### src/rtl/operation_msub_bw16_inc3.sv
// Sequential truncated multiply-subtract: RES = IN0 - IN1*IN2, clamped at 0.
// Shift-add multiply one bit per cycle, then a single compare/subtract cycle.
module operation_msub_bw16_inc3 #(
    parameter int BW = 16
) (
    input  logic          CLK,
    input  logic          RST,
    input  logic          ST,
    output logic          RD,
    output logic [BW-1:0] RES,
    input  logic [BW-1:0] IN0,
    input  logic [BW-1:0] IN1,
    input  logic [BW-1:0] IN2
);

    localparam int KW = $clog2(BW);

    typedef enum logic [1:0] {
        IDLE = 2'd0,
        MUL  = 2'd1,
        SUB  = 2'd2
    } state_t;

    state_t            state_q;
    logic              st_old_q;
    logic              rd_q;
    logic [BW-1:0]     res_q;
    logic [BW-1:0]     a_q;
    logic [BW-1:0]     mp_q;
    logic [2*BW-1:0]   mc_q;
    logic [2*BW-1:0]   p_q;
    logic [KW-1:0]     k_q;

    logic              start_d;
    logic              last_bit_d;
    logic [2*BW-1:0]   p_d;

    // Full-width compare so products beyond BW bits still saturate to zero.
    function automatic logic [BW-1:0] sat_diff(input logic [BW-1:0] a,
                                               input logic [2*BW-1:0] p);
        if (p >= {{BW{1'b0}}, a})
            sat_diff = '0;
        else
            sat_diff = a - p[BW-1:0];
    endfunction

    assign start_d    = ST && !st_old_q && (state_q == IDLE);
    assign last_bit_d = (k_q == KW'(BW-1));
    assign p_d        = mp_q[0] ? (p_q + mc_q) : p_q;

    always_ff @(posedge CLK) begin
        if (RST) begin
            state_q  <= IDLE;
            st_old_q <= 1'b0;
            rd_q     <= 1'b1;
            res_q    <= '0;
            a_q      <= '0;
            mp_q     <= '0;
            mc_q     <= '0;
            p_q      <= '0;
            k_q      <= '0;
        end else begin
            st_old_q <= ST;
            case (state_q)
                IDLE: begin
                    if (start_d) begin
                        a_q     <= IN0;
                        mc_q    <= {{BW{1'b0}}, IN1};
                        mp_q    <= IN2;
                        p_q     <= '0;
                        k_q     <= '0;
                        rd_q    <= 1'b0;
                        state_q <= MUL;
                    end
                end
                MUL: begin
                    p_q  <= p_d;
                    mc_q <= mc_q << 1;
                    mp_q <= mp_q >> 1;
                    k_q  <= k_q + 1'b1;
                    if (last_bit_d)
                        state_q <= SUB;
                end
                SUB: begin
                    res_q   <= sat_diff(a_q, p_q);
                    rd_q    <= 1'b1;
                    state_q <= IDLE;
                end
                default: begin
                    state_q <= IDLE;
                    rd_q    <= 1'b1;
                end
            endcase
        end
    end

    assign RD  = rd_q;
    assign RES = res_q;

endmodule

### config.mk
export PLATFORM = sky130hd
export DESIGN_NAME = operation_msub_bw16_inc3
export DESIGN_NICKNAME = d
export VERILOG_FILES = /design/src/rtl/operation_msub_bw16_inc3.sv
export SDC_FILE = /design/constraint.sdc
export NUM_CORES = 1
export LEC_CHECK = 0
export CELL_PAD_IN_SITES_DETAIL_PLACEMENT = 1
export CELL_PAD_IN_SITES_GLOBAL_PLACEMENT = 1
export CORE_MARGIN = 2
export CORE_UTILIZATION = 44
export CTS_BUF_LIST = sky130_fd_sc_hd__clkbuf_4 sky130_fd_sc_hd__clkbuf_8
export CTS_CLUSTER_SIZE = 40
export DETAILED_ROUTE_END_ITERATION = 8
export GPL_ROUTABILITY_DRIVEN = 0
export GPL_TIMING_DRIVEN = 0
export PLACE_DENSITY_LB_ADDON = 0.1
export SLEW_MARGIN = 20
export SYNTH_ARGS = -nofsm -noshare
export SYNTH_HDL_FRONTEND = slang
export SYNTH_SLANG_ARGS = --single-unit
### constraint.sdc
create_clock -name CLK -period 3.7 [get_ports CLK]
set_input_delay 0.925 -clock CLK [delete_from_list [all_inputs] [get_ports CLK]]
set_output_delay 0.925 -clock CLK [all_outputs]
set_load 0.05 [all_outputs]
# After elaboration in Yosys (flattened, before gate mapping)
# Cells that the tools add are included.
dict set report totals {
  wordCells 45
  out_inout_bits 17
  reg_bits 120
}
dict set report classes {
  n_mux 15
  order_cmp 1
  bitwise 1
  reduce_logical 10
  add_sub_neg 3
  n_eq_ne 6
}
# op n
set ops {}
lappend ops {{$pmux W32 S2} 2}
lappend ops {{$mux W32} 3}
lappend ops {{$add A32 B32 Y32} 1}
lappend ops {{$ge A32 B16 Y1} 1}
lappend ops {{$mux W16} 2}
lappend ops {{$pmux W16 S2} 1}
lappend ops {{$sub A16 B16 Y16} 1}
lappend ops {{$pmux W4 S2} 1}
lappend ops {{$reduce_and A2 Y1} 4}
lappend ops {{$ne A2 B2 Y1 const B} 3}
lappend ops {{$add A4 B1 Y4 const B} 1}
lappend ops {{$eq A4 B4 Y1 const B} 1}
lappend ops {{$mux W2} 2}
lappend ops {{$mux W4} 1}
lappend ops {{$pmux W2 S2} 1}
lappend ops {{$reduce_and A3 Y1} 1}
lappend ops {{$eq A2 B1 Y1 const B} 1}
lappend ops {{$eq A2 B2 Y1 const B} 1}
lappend ops {{$logic_and A1 B1 Y1} 2}
lappend ops {{$logic_not A2 Y1} 1}
lappend ops {{$pmux W1 S2} 1}
lappend ops {{$reduce_bool A2 Y1} 1}
lappend ops {{$logic_not A1 Y1} 1}
lappend ops {{$mux W1} 1}
lappend ops {{$not A1 Y1} 1}

# Logic depth before layout (Yosys ltp)
# Gate-level depths: netlist (run 1).
dict set report depth {
  ltp_word 5
  ltp_mapped 13
  ltp_nobuf 13
}

# Worst setup path after synthesis (run 1)
# OpenSTA, ideal clock, no wires.
dict set report synth_path {
  path_kind {reg2reg}
  start {register p_q[0]}
  end {register p_q[30]}
  path_slack_ps 813
  path_stages_with_launch 13
  arrival_time_ps 2803
  path_cell_list {dfxtp_1 ha_1 inv_1 fa_1 and2b_1 o2111ai_1 a2111o_1 a211o_1 o21ai_4 a31o_1 o21ai_1 and3_4 o31ai_2}
}
dict set report synth_between {
  elab_chain_len 3
}
# item line_no
set synth_lines {}
lappend synth_lines {{from (decl)} 31} ;# logic [2*BW-1:0] p_q;
lappend synth_lines {{from (signal assigned)} 77} ;# p_q <= p_d;
lappend synth_lines {{$add A32 B32 Y32} 49} ;# assign p_d = mp_q[0] ? (p_q + mc_q) : p_q;
lappend synth_lines {{$mux W32} 49}
lappend synth_lines {{$pmux W32 S2} 64} ;# case (state_q)
# Every way passes these cells. The select of a mux whose other input is x is not followed.
# A chain may end at the register's enable or synchronous reset.

# Worst setup path in the final report (run 1)
dict set report layout_path {
  start {register mc_q[0]}
  end {register p_q[30]}
}
dict set report layout_between {
  elab_chain_len 3
}
# item line_no
set layout_lines {}
lappend layout_lines {{from (decl)} 30} ;# logic [2*BW-1:0] mc_q;
lappend layout_lines {{from (signal assigned)} 68} ;# mc_q <= {{BW{1'b0}}, IN1};
lappend layout_lines {{from (signal assigned)} 78} ;# mc_q <= mc_q << 1;
lappend layout_lines {{$add A32 B32 Y32} 49}
lappend layout_lines {{$mux W32} 49}
lappend layout_lines {{$pmux W32 S2} 64}
# Every way passes these cells. The select of a mux whose other input is x is not followed.

==> results of run 1 <==
[layer usage]
layer,vias to the layer above,share of wire [%]
met5,-,0
met4,0,2.9
met3,44,3.1
met2,126,52
met1,3227,42
li1,3209,-
[registers in the layout (all words and copies together) (netlist names)]
signal / flops
k_q: 4
mc_q: 32
RD: 1
state_q: 2
RES: 16
p_q: 32
a_q: 16
mp_q: 16
st_old_q: 1
[power by group]
| part | switching (uW) | total [uW] | internal, uW |
|---|---|---|---|
| clock | 566 | 1210 | 647 |
| combinational | 286 | 475 | 188 |
| sequential | 40.5 | 1380 | 1340 |
[path summary, 6_finish.rpt]
kind,startpoint,endpoint,slack (ns),cells after the start
max,mc_q[0],p_q[30],0.29,12
min,a_q[15],a_q[15],0.46,2
max reg2reg,mc_q[0],p_q[30],0.29,12
min reg2reg,a_q[15],a_q[15],0.46,2
[cells in the mapped netlist, types with 10 or more instances]
master,number
dfxtp_1,120
inv_1,50
a21o_1,19
o21bai_1,10
xor2_1,16
nand2_1,103
nand3_1,30
ha_1,63
xnor2_1,23
o221ai_1,18
nor2_1,95
nor3_1,11
clkbuf_1,43
a21oi_1,98
o21ai_0,24
a22oi_1,38
[area by class of cell]
| cell class | count | area share (%) |
|---|---|---|
| multi-input combinational | 645 | 50.3 |
| sequential | 120 | 29.2 |
| timing repair buffer | 67 | 8.12 |
| clock buffer | 21 | 3.36 |
| tap | 211 | 3.21 |
| inverter | 50 | 2.28 |
| buffer | 45 | 2.05 |
| clock inverter | 11 | 1.49 |
[critical path: stages (launching register included)]
cell and delay, ns:
dfxtp_1 0.40, ha_1 0.21, inv_1 0.07, fa_1 0.39, and2b_1 0.25, o2111ai_1 0.20
a2111o_1 0.51, a211o_1 0.35, o21ai_4 0.25, a31o_1 0.22, o21ai_1 0.09, and3_4 0.19
o31ai_2 0.20
[logic make-up after synthesis]
kind of cell,after synthesis,share of synthesized area (%)
mux,2,0.327
fa+ha+maj,65,12.0
compound gates,262,25.1
flops,120,34.9
simple gates,277,17.5
buf+inv,95,5.18
xor+xnor,39,4.96
[through the flow]
step                      area (um^2)  setup slack (ns)  hold WS [ns]  util (%)  power, uW
after global placement           7810           0.00682         0.449      51.2       1860
after floorplan                  6880             0.813         0.436         -       1700
after detailed placement         7810           -0.0905         0.458      51.2       1880
after CTS                        8210             0.319         0.468      53.8       3090
final                            8230             0.286         0.461      53.9       3070
after global routing             8230            0.0171         0.488      53.9       3200
[timing repair]
action                                 in CTS  in global routing
setup endpoints to repair                   0                  1
buffers inserted                            0                  1
endpoints found under the hold margin       0                  0
gates resized for setup                     0                  1
==> impl_metrics.toml, run 1 <==
[synthesis]
synthFlopType = "dfxtp_1"
synth_nets = 976
ys_seq_area_share_pct = 34.9
synth_edf_count = 0
synth-seq-cells = 120
syn_area_um2 = 6880
syn_inst = 860
synth_area_leader_cell = "dfxtp_1"
synth_area_leaders = "dfxtp_1 35%, ha_1 11%, a21oi_1 7.1%"
avgSynthCellArea_um2 = 8.00
synth_top_area_share_pct = 34.9
yosysWarnings = 0
synthDistinctLibCells = 57
async_reset_ff_share_pct = 0

[timing]
worst_pin_slew_ns = 0.901
min_period_over_period_pct = 92.3
hold_violations = 0
rsz0062_at_grt = "no"
fin_setup_tns_ns = 0
fin_skew_ns = 0.0134
drv_slew = 0
setup_viol = 0
period_minus_slack_ns = 3.41
fmax_mhz = 293
relSlewSlack_pct = 39.7

[routing]
drt_iter0_drc = 302
wl_um = 21500
route.detailed.wl_per_inst_um = 18.3
viasPerCell = 5.65
ant_nets = 0
vias = 6606
drc = 0
dr.pass1.iters = 5

[cts]
cts_tree = "yes"
htreeDepth = 4
clk_transition_reported_paths_ns = 0.08
cts_sinks = 120
numCtsBuffers = 17
root_buffer = "clkbuf_8"
clock_latency_ns = 0.45
ctsHoldBuffers = 0
cts_max_path_buffers = 2

[global_route]
grt_pass1_wl_um = 34900
overflow = 0
busiest_layer = "met2"
met3_usage_pct = 4.34
grt_max_degree = 17
gr-usage-all-layers_pct = 26.9
first_global_vias = 6942
antenna_found_initial = 0
use_met2_pct = 49.8
grtUsageMet1_pct = 30.7

[final_layout]
num-fill-cells = 1874
multi_input_area_um2 = 4140
num_antenna_cells = 0
instances_no_fill = 1170
fin_nets = 1062
final_common_cell = "dfxtp_1"
regArea_um2 = 2400
final_layout_size_suffix_gt1_share_pct = 4.90
syn_to_final_growth_pct = 19.6
layout_common_cells = "119 x dfxtp_1, 103 x nand2_1, 98 x a21oi_1"

[critical_path]
path_max_fanout = 5
critPathCaptureType = "flop"
cp.arrival_ns = 3.78
crit_required_ns = 4.06
path_class = "flop to flop"
cp-start-kind = "flop"

[hold_path]
min_path_type = "flop to flop"

[placed_design]
io_buffer_count = 66
dp_hpwl_um = 16700
dp.cells = 1137

[flow_run]
cap_violations = 0

[floorplanning]
die_h_um = 129
std_cell_rows = 45
die-area_um2 = 16700
core_um2 = 15300
initial_utilization_pct = 45.1
chipWidth_um = 129
ioPinCount = 68

[power]
p_per_area_nw_per_um2 = 373
leakage_uw = 0.00324
irDropWorstVdd_uv = 219

[outcome]
status = "complete, no violations"
No activity file was read; power rests on OpenSTA's default activity.
==> inputs of run 2 (changes only) <==
--- a/config.mk
+++ b/config.mk
@@ -8,7 +8,7 @@
 export CELL_PAD_IN_SITES_DETAIL_PLACEMENT = 1
 export CELL_PAD_IN_SITES_GLOBAL_PLACEMENT = 1
 export CORE_MARGIN = 2
-export CORE_UTILIZATION = 44
+export CORE_UTILIZATION = 43
 export CTS_BUF_LIST = sky130_fd_sc_hd__clkbuf_4 sky130_fd_sc_hd__clkbuf_8
 export CTS_CLUSTER_SIZE = 40
 export DETAILED_ROUTE_END_ITERATION = 8
==> run 2 against run 1 <==
Net effect: fmax increased by 0.65%; die area is 2.3% higher; register-to-register slack improved by 0.02 ns; cell count up 0.34%; first-iteration DRC count is 11% lower; clock skew is 0.0023 ns higher; sequential share of layout area about the same; global-route usage is 1.2 points lower; critical path depth stayed put; critical path type unchanged; highest routed layer unchanged.
==> impl_metrics.toml, run 2 (synthesis gave the netlist of run 1 again) <==
[routing]
top_layer = "met4"
drt_iter0_drc = 268
drc = 0
routed-wl-met2_um = 10800
route.detailed.wl_per_inst_um = 17.9
wl_um = 21000
drt-met1-wl_um = 9050
vias = 6586
ant_nets = 0
dr_wl_met3_um = 606
dr.pass1.iters = 4
viasPerCell = 5.61

[final_layout]
layout_common_cells = "120 x dfxtp_1, 103 x nand2_1, 98 x a21oi_1"
final_layout_size_suffix_gt1_share_pct = 4.70
top_regs = "mc_q x32, p_q x32"
final_common_cell = "dfxtp_1"
syn_to_final_growth_pct = 19.7
fin_nets = 1061
instances_no_fill = 1174
final_core_util_pct = 52.2
num_antenna_cells = 0

[global_route]
grt_max_degree = 17
antenna_found_initial = 0
overflow = 0
grt_pass1_wl_um = 33700
gr-usage-all-layers_pct = 25.7
first_global_vias = 6757

[timing]
fin_skew_ns = 0.0157
worst_pin_slew_ns = 0.909
relSlewSlack_pct = 39.2
hold_violations = 0
period_minus_slack_ns = 3.39
drv_slew = 0
min_period_over_period_pct = 91.7
setup_viol = 0
rsz0062_at_grt = "no"
timing.hold.ws_ns = 0.466
fmax_mhz = 295

[floorplanning]
core_um2 = 15800
initial_utilization_pct = 43.6
die_h_um = 131
chipWidth_um = 131
std_cell_rows = 46
ioPinCount = 68
die-area_um2 = 17000

[critical_path]
path_max_fanout = 5
cp.arrival_ns = 3.76
crit_required_ns = 4.07
critPathCaptureType = "flop"
path_class = "flop to flop"
cp-start-kind = "flop"

[cts]
clk_transition_reported_paths_ns = 0.08
clock_latency_ns = 0.46
ctsHoldBuffers = 0
cts_max_path_buffers = 2
cts_tree = "yes"
htreeDepth = 4
cts-resized-gates = 0
cts_setup_buffers = 0
numCtsBuffers = 17
cts_sinks = 120
root_buffer = "clkbuf_8"

[outcome]
status = "complete, no violations"

[power]
p_per_area_nw_per_um2 = 375
leakage_uw = 0.00324
finalPower_uw = 3090
irDropWorstVdd_uv = 229

[flow_run]
cap_violations = 0

[placed_design]
io_buffer_count = 66
dp.cells = 1142
dp_hpwl_um = 16500

[hold_path]
min_path_type = "flop to flop"
==> run 2: cell count changes in the layout (fill, tap and decap cells not counted), sizes merged <==
cell      delta
inv          +5
clkbuf       -3
clkinvlp     -2
buf          -1
==> run 2: cell type report <==
cell class / count / area, um^2
Fill cell: 1957 / 7530
Multi-Input combinational cell: 645 / 4140
Sequential cell: 120 / 2400
Timing Repair Buffer: 66 / 661
Tap cell: 216 / 270
Clock buffer: 18 / 248
Inverter: 50 / 188
Buffer: 45 / 169
Clock inverter: 14 / 163
==> run 2: through the flow <==
stage	setup TNS, ns	setup WS [ns]	area, um^2
after floorplan	0	0.813	6880
after global placement	-0.00101	-0.00101	7810
after detailed placement	-0.846	-0.101	7810
after CTS	0	0.276	8220
after global routing	0	0.0856	8240
final	0	0.308	8240
==> run 2: worst paths after layout <==
path | start | endpoint | slack [ns] | cells after the start
setup reg to reg | p_q[0] | p_q[30] | 0.31 | 12
setup / recovery | p_q[0] | p_q[30] | 0.31 | 12
hold / removal | a_q[15] | a_q[15] | 0.47 | 2
hold reg to reg | a_q[15] | a_q[15] | 0.47 | 2
==> run 2: report_power, final <==
group | switching [uW] | total (uW) | internal [uW]
combinational | 282 | 470 | 188
clock | 612 | 1240 | 632
sequential | 39.4 | 1380 | 1340
total | 933 | 3090 | 2160
==> run 2: worst max-delay path: stages, from the launching register on <==
cell and delay [ns]:
dfxtp_1 0.41, ha_1 0.22, inv_1 0.06, fa_1 0.37, and2b_1 0.26, o2111ai_1 0.19, a2111o_1 0.47, a211o_1 0.36
o21ai_4 0.25, a31o_1 0.23, o21ai_1 0.09, and3_4 0.19, o31ai_2 0.22
==> run 2: metal layers <==
layer,up-vias,track usage (%)
li1,3216,-
met1,3233,29.8
met2,102,47.2
met3,35,4.44
met4,0,9.82
met5,-,0
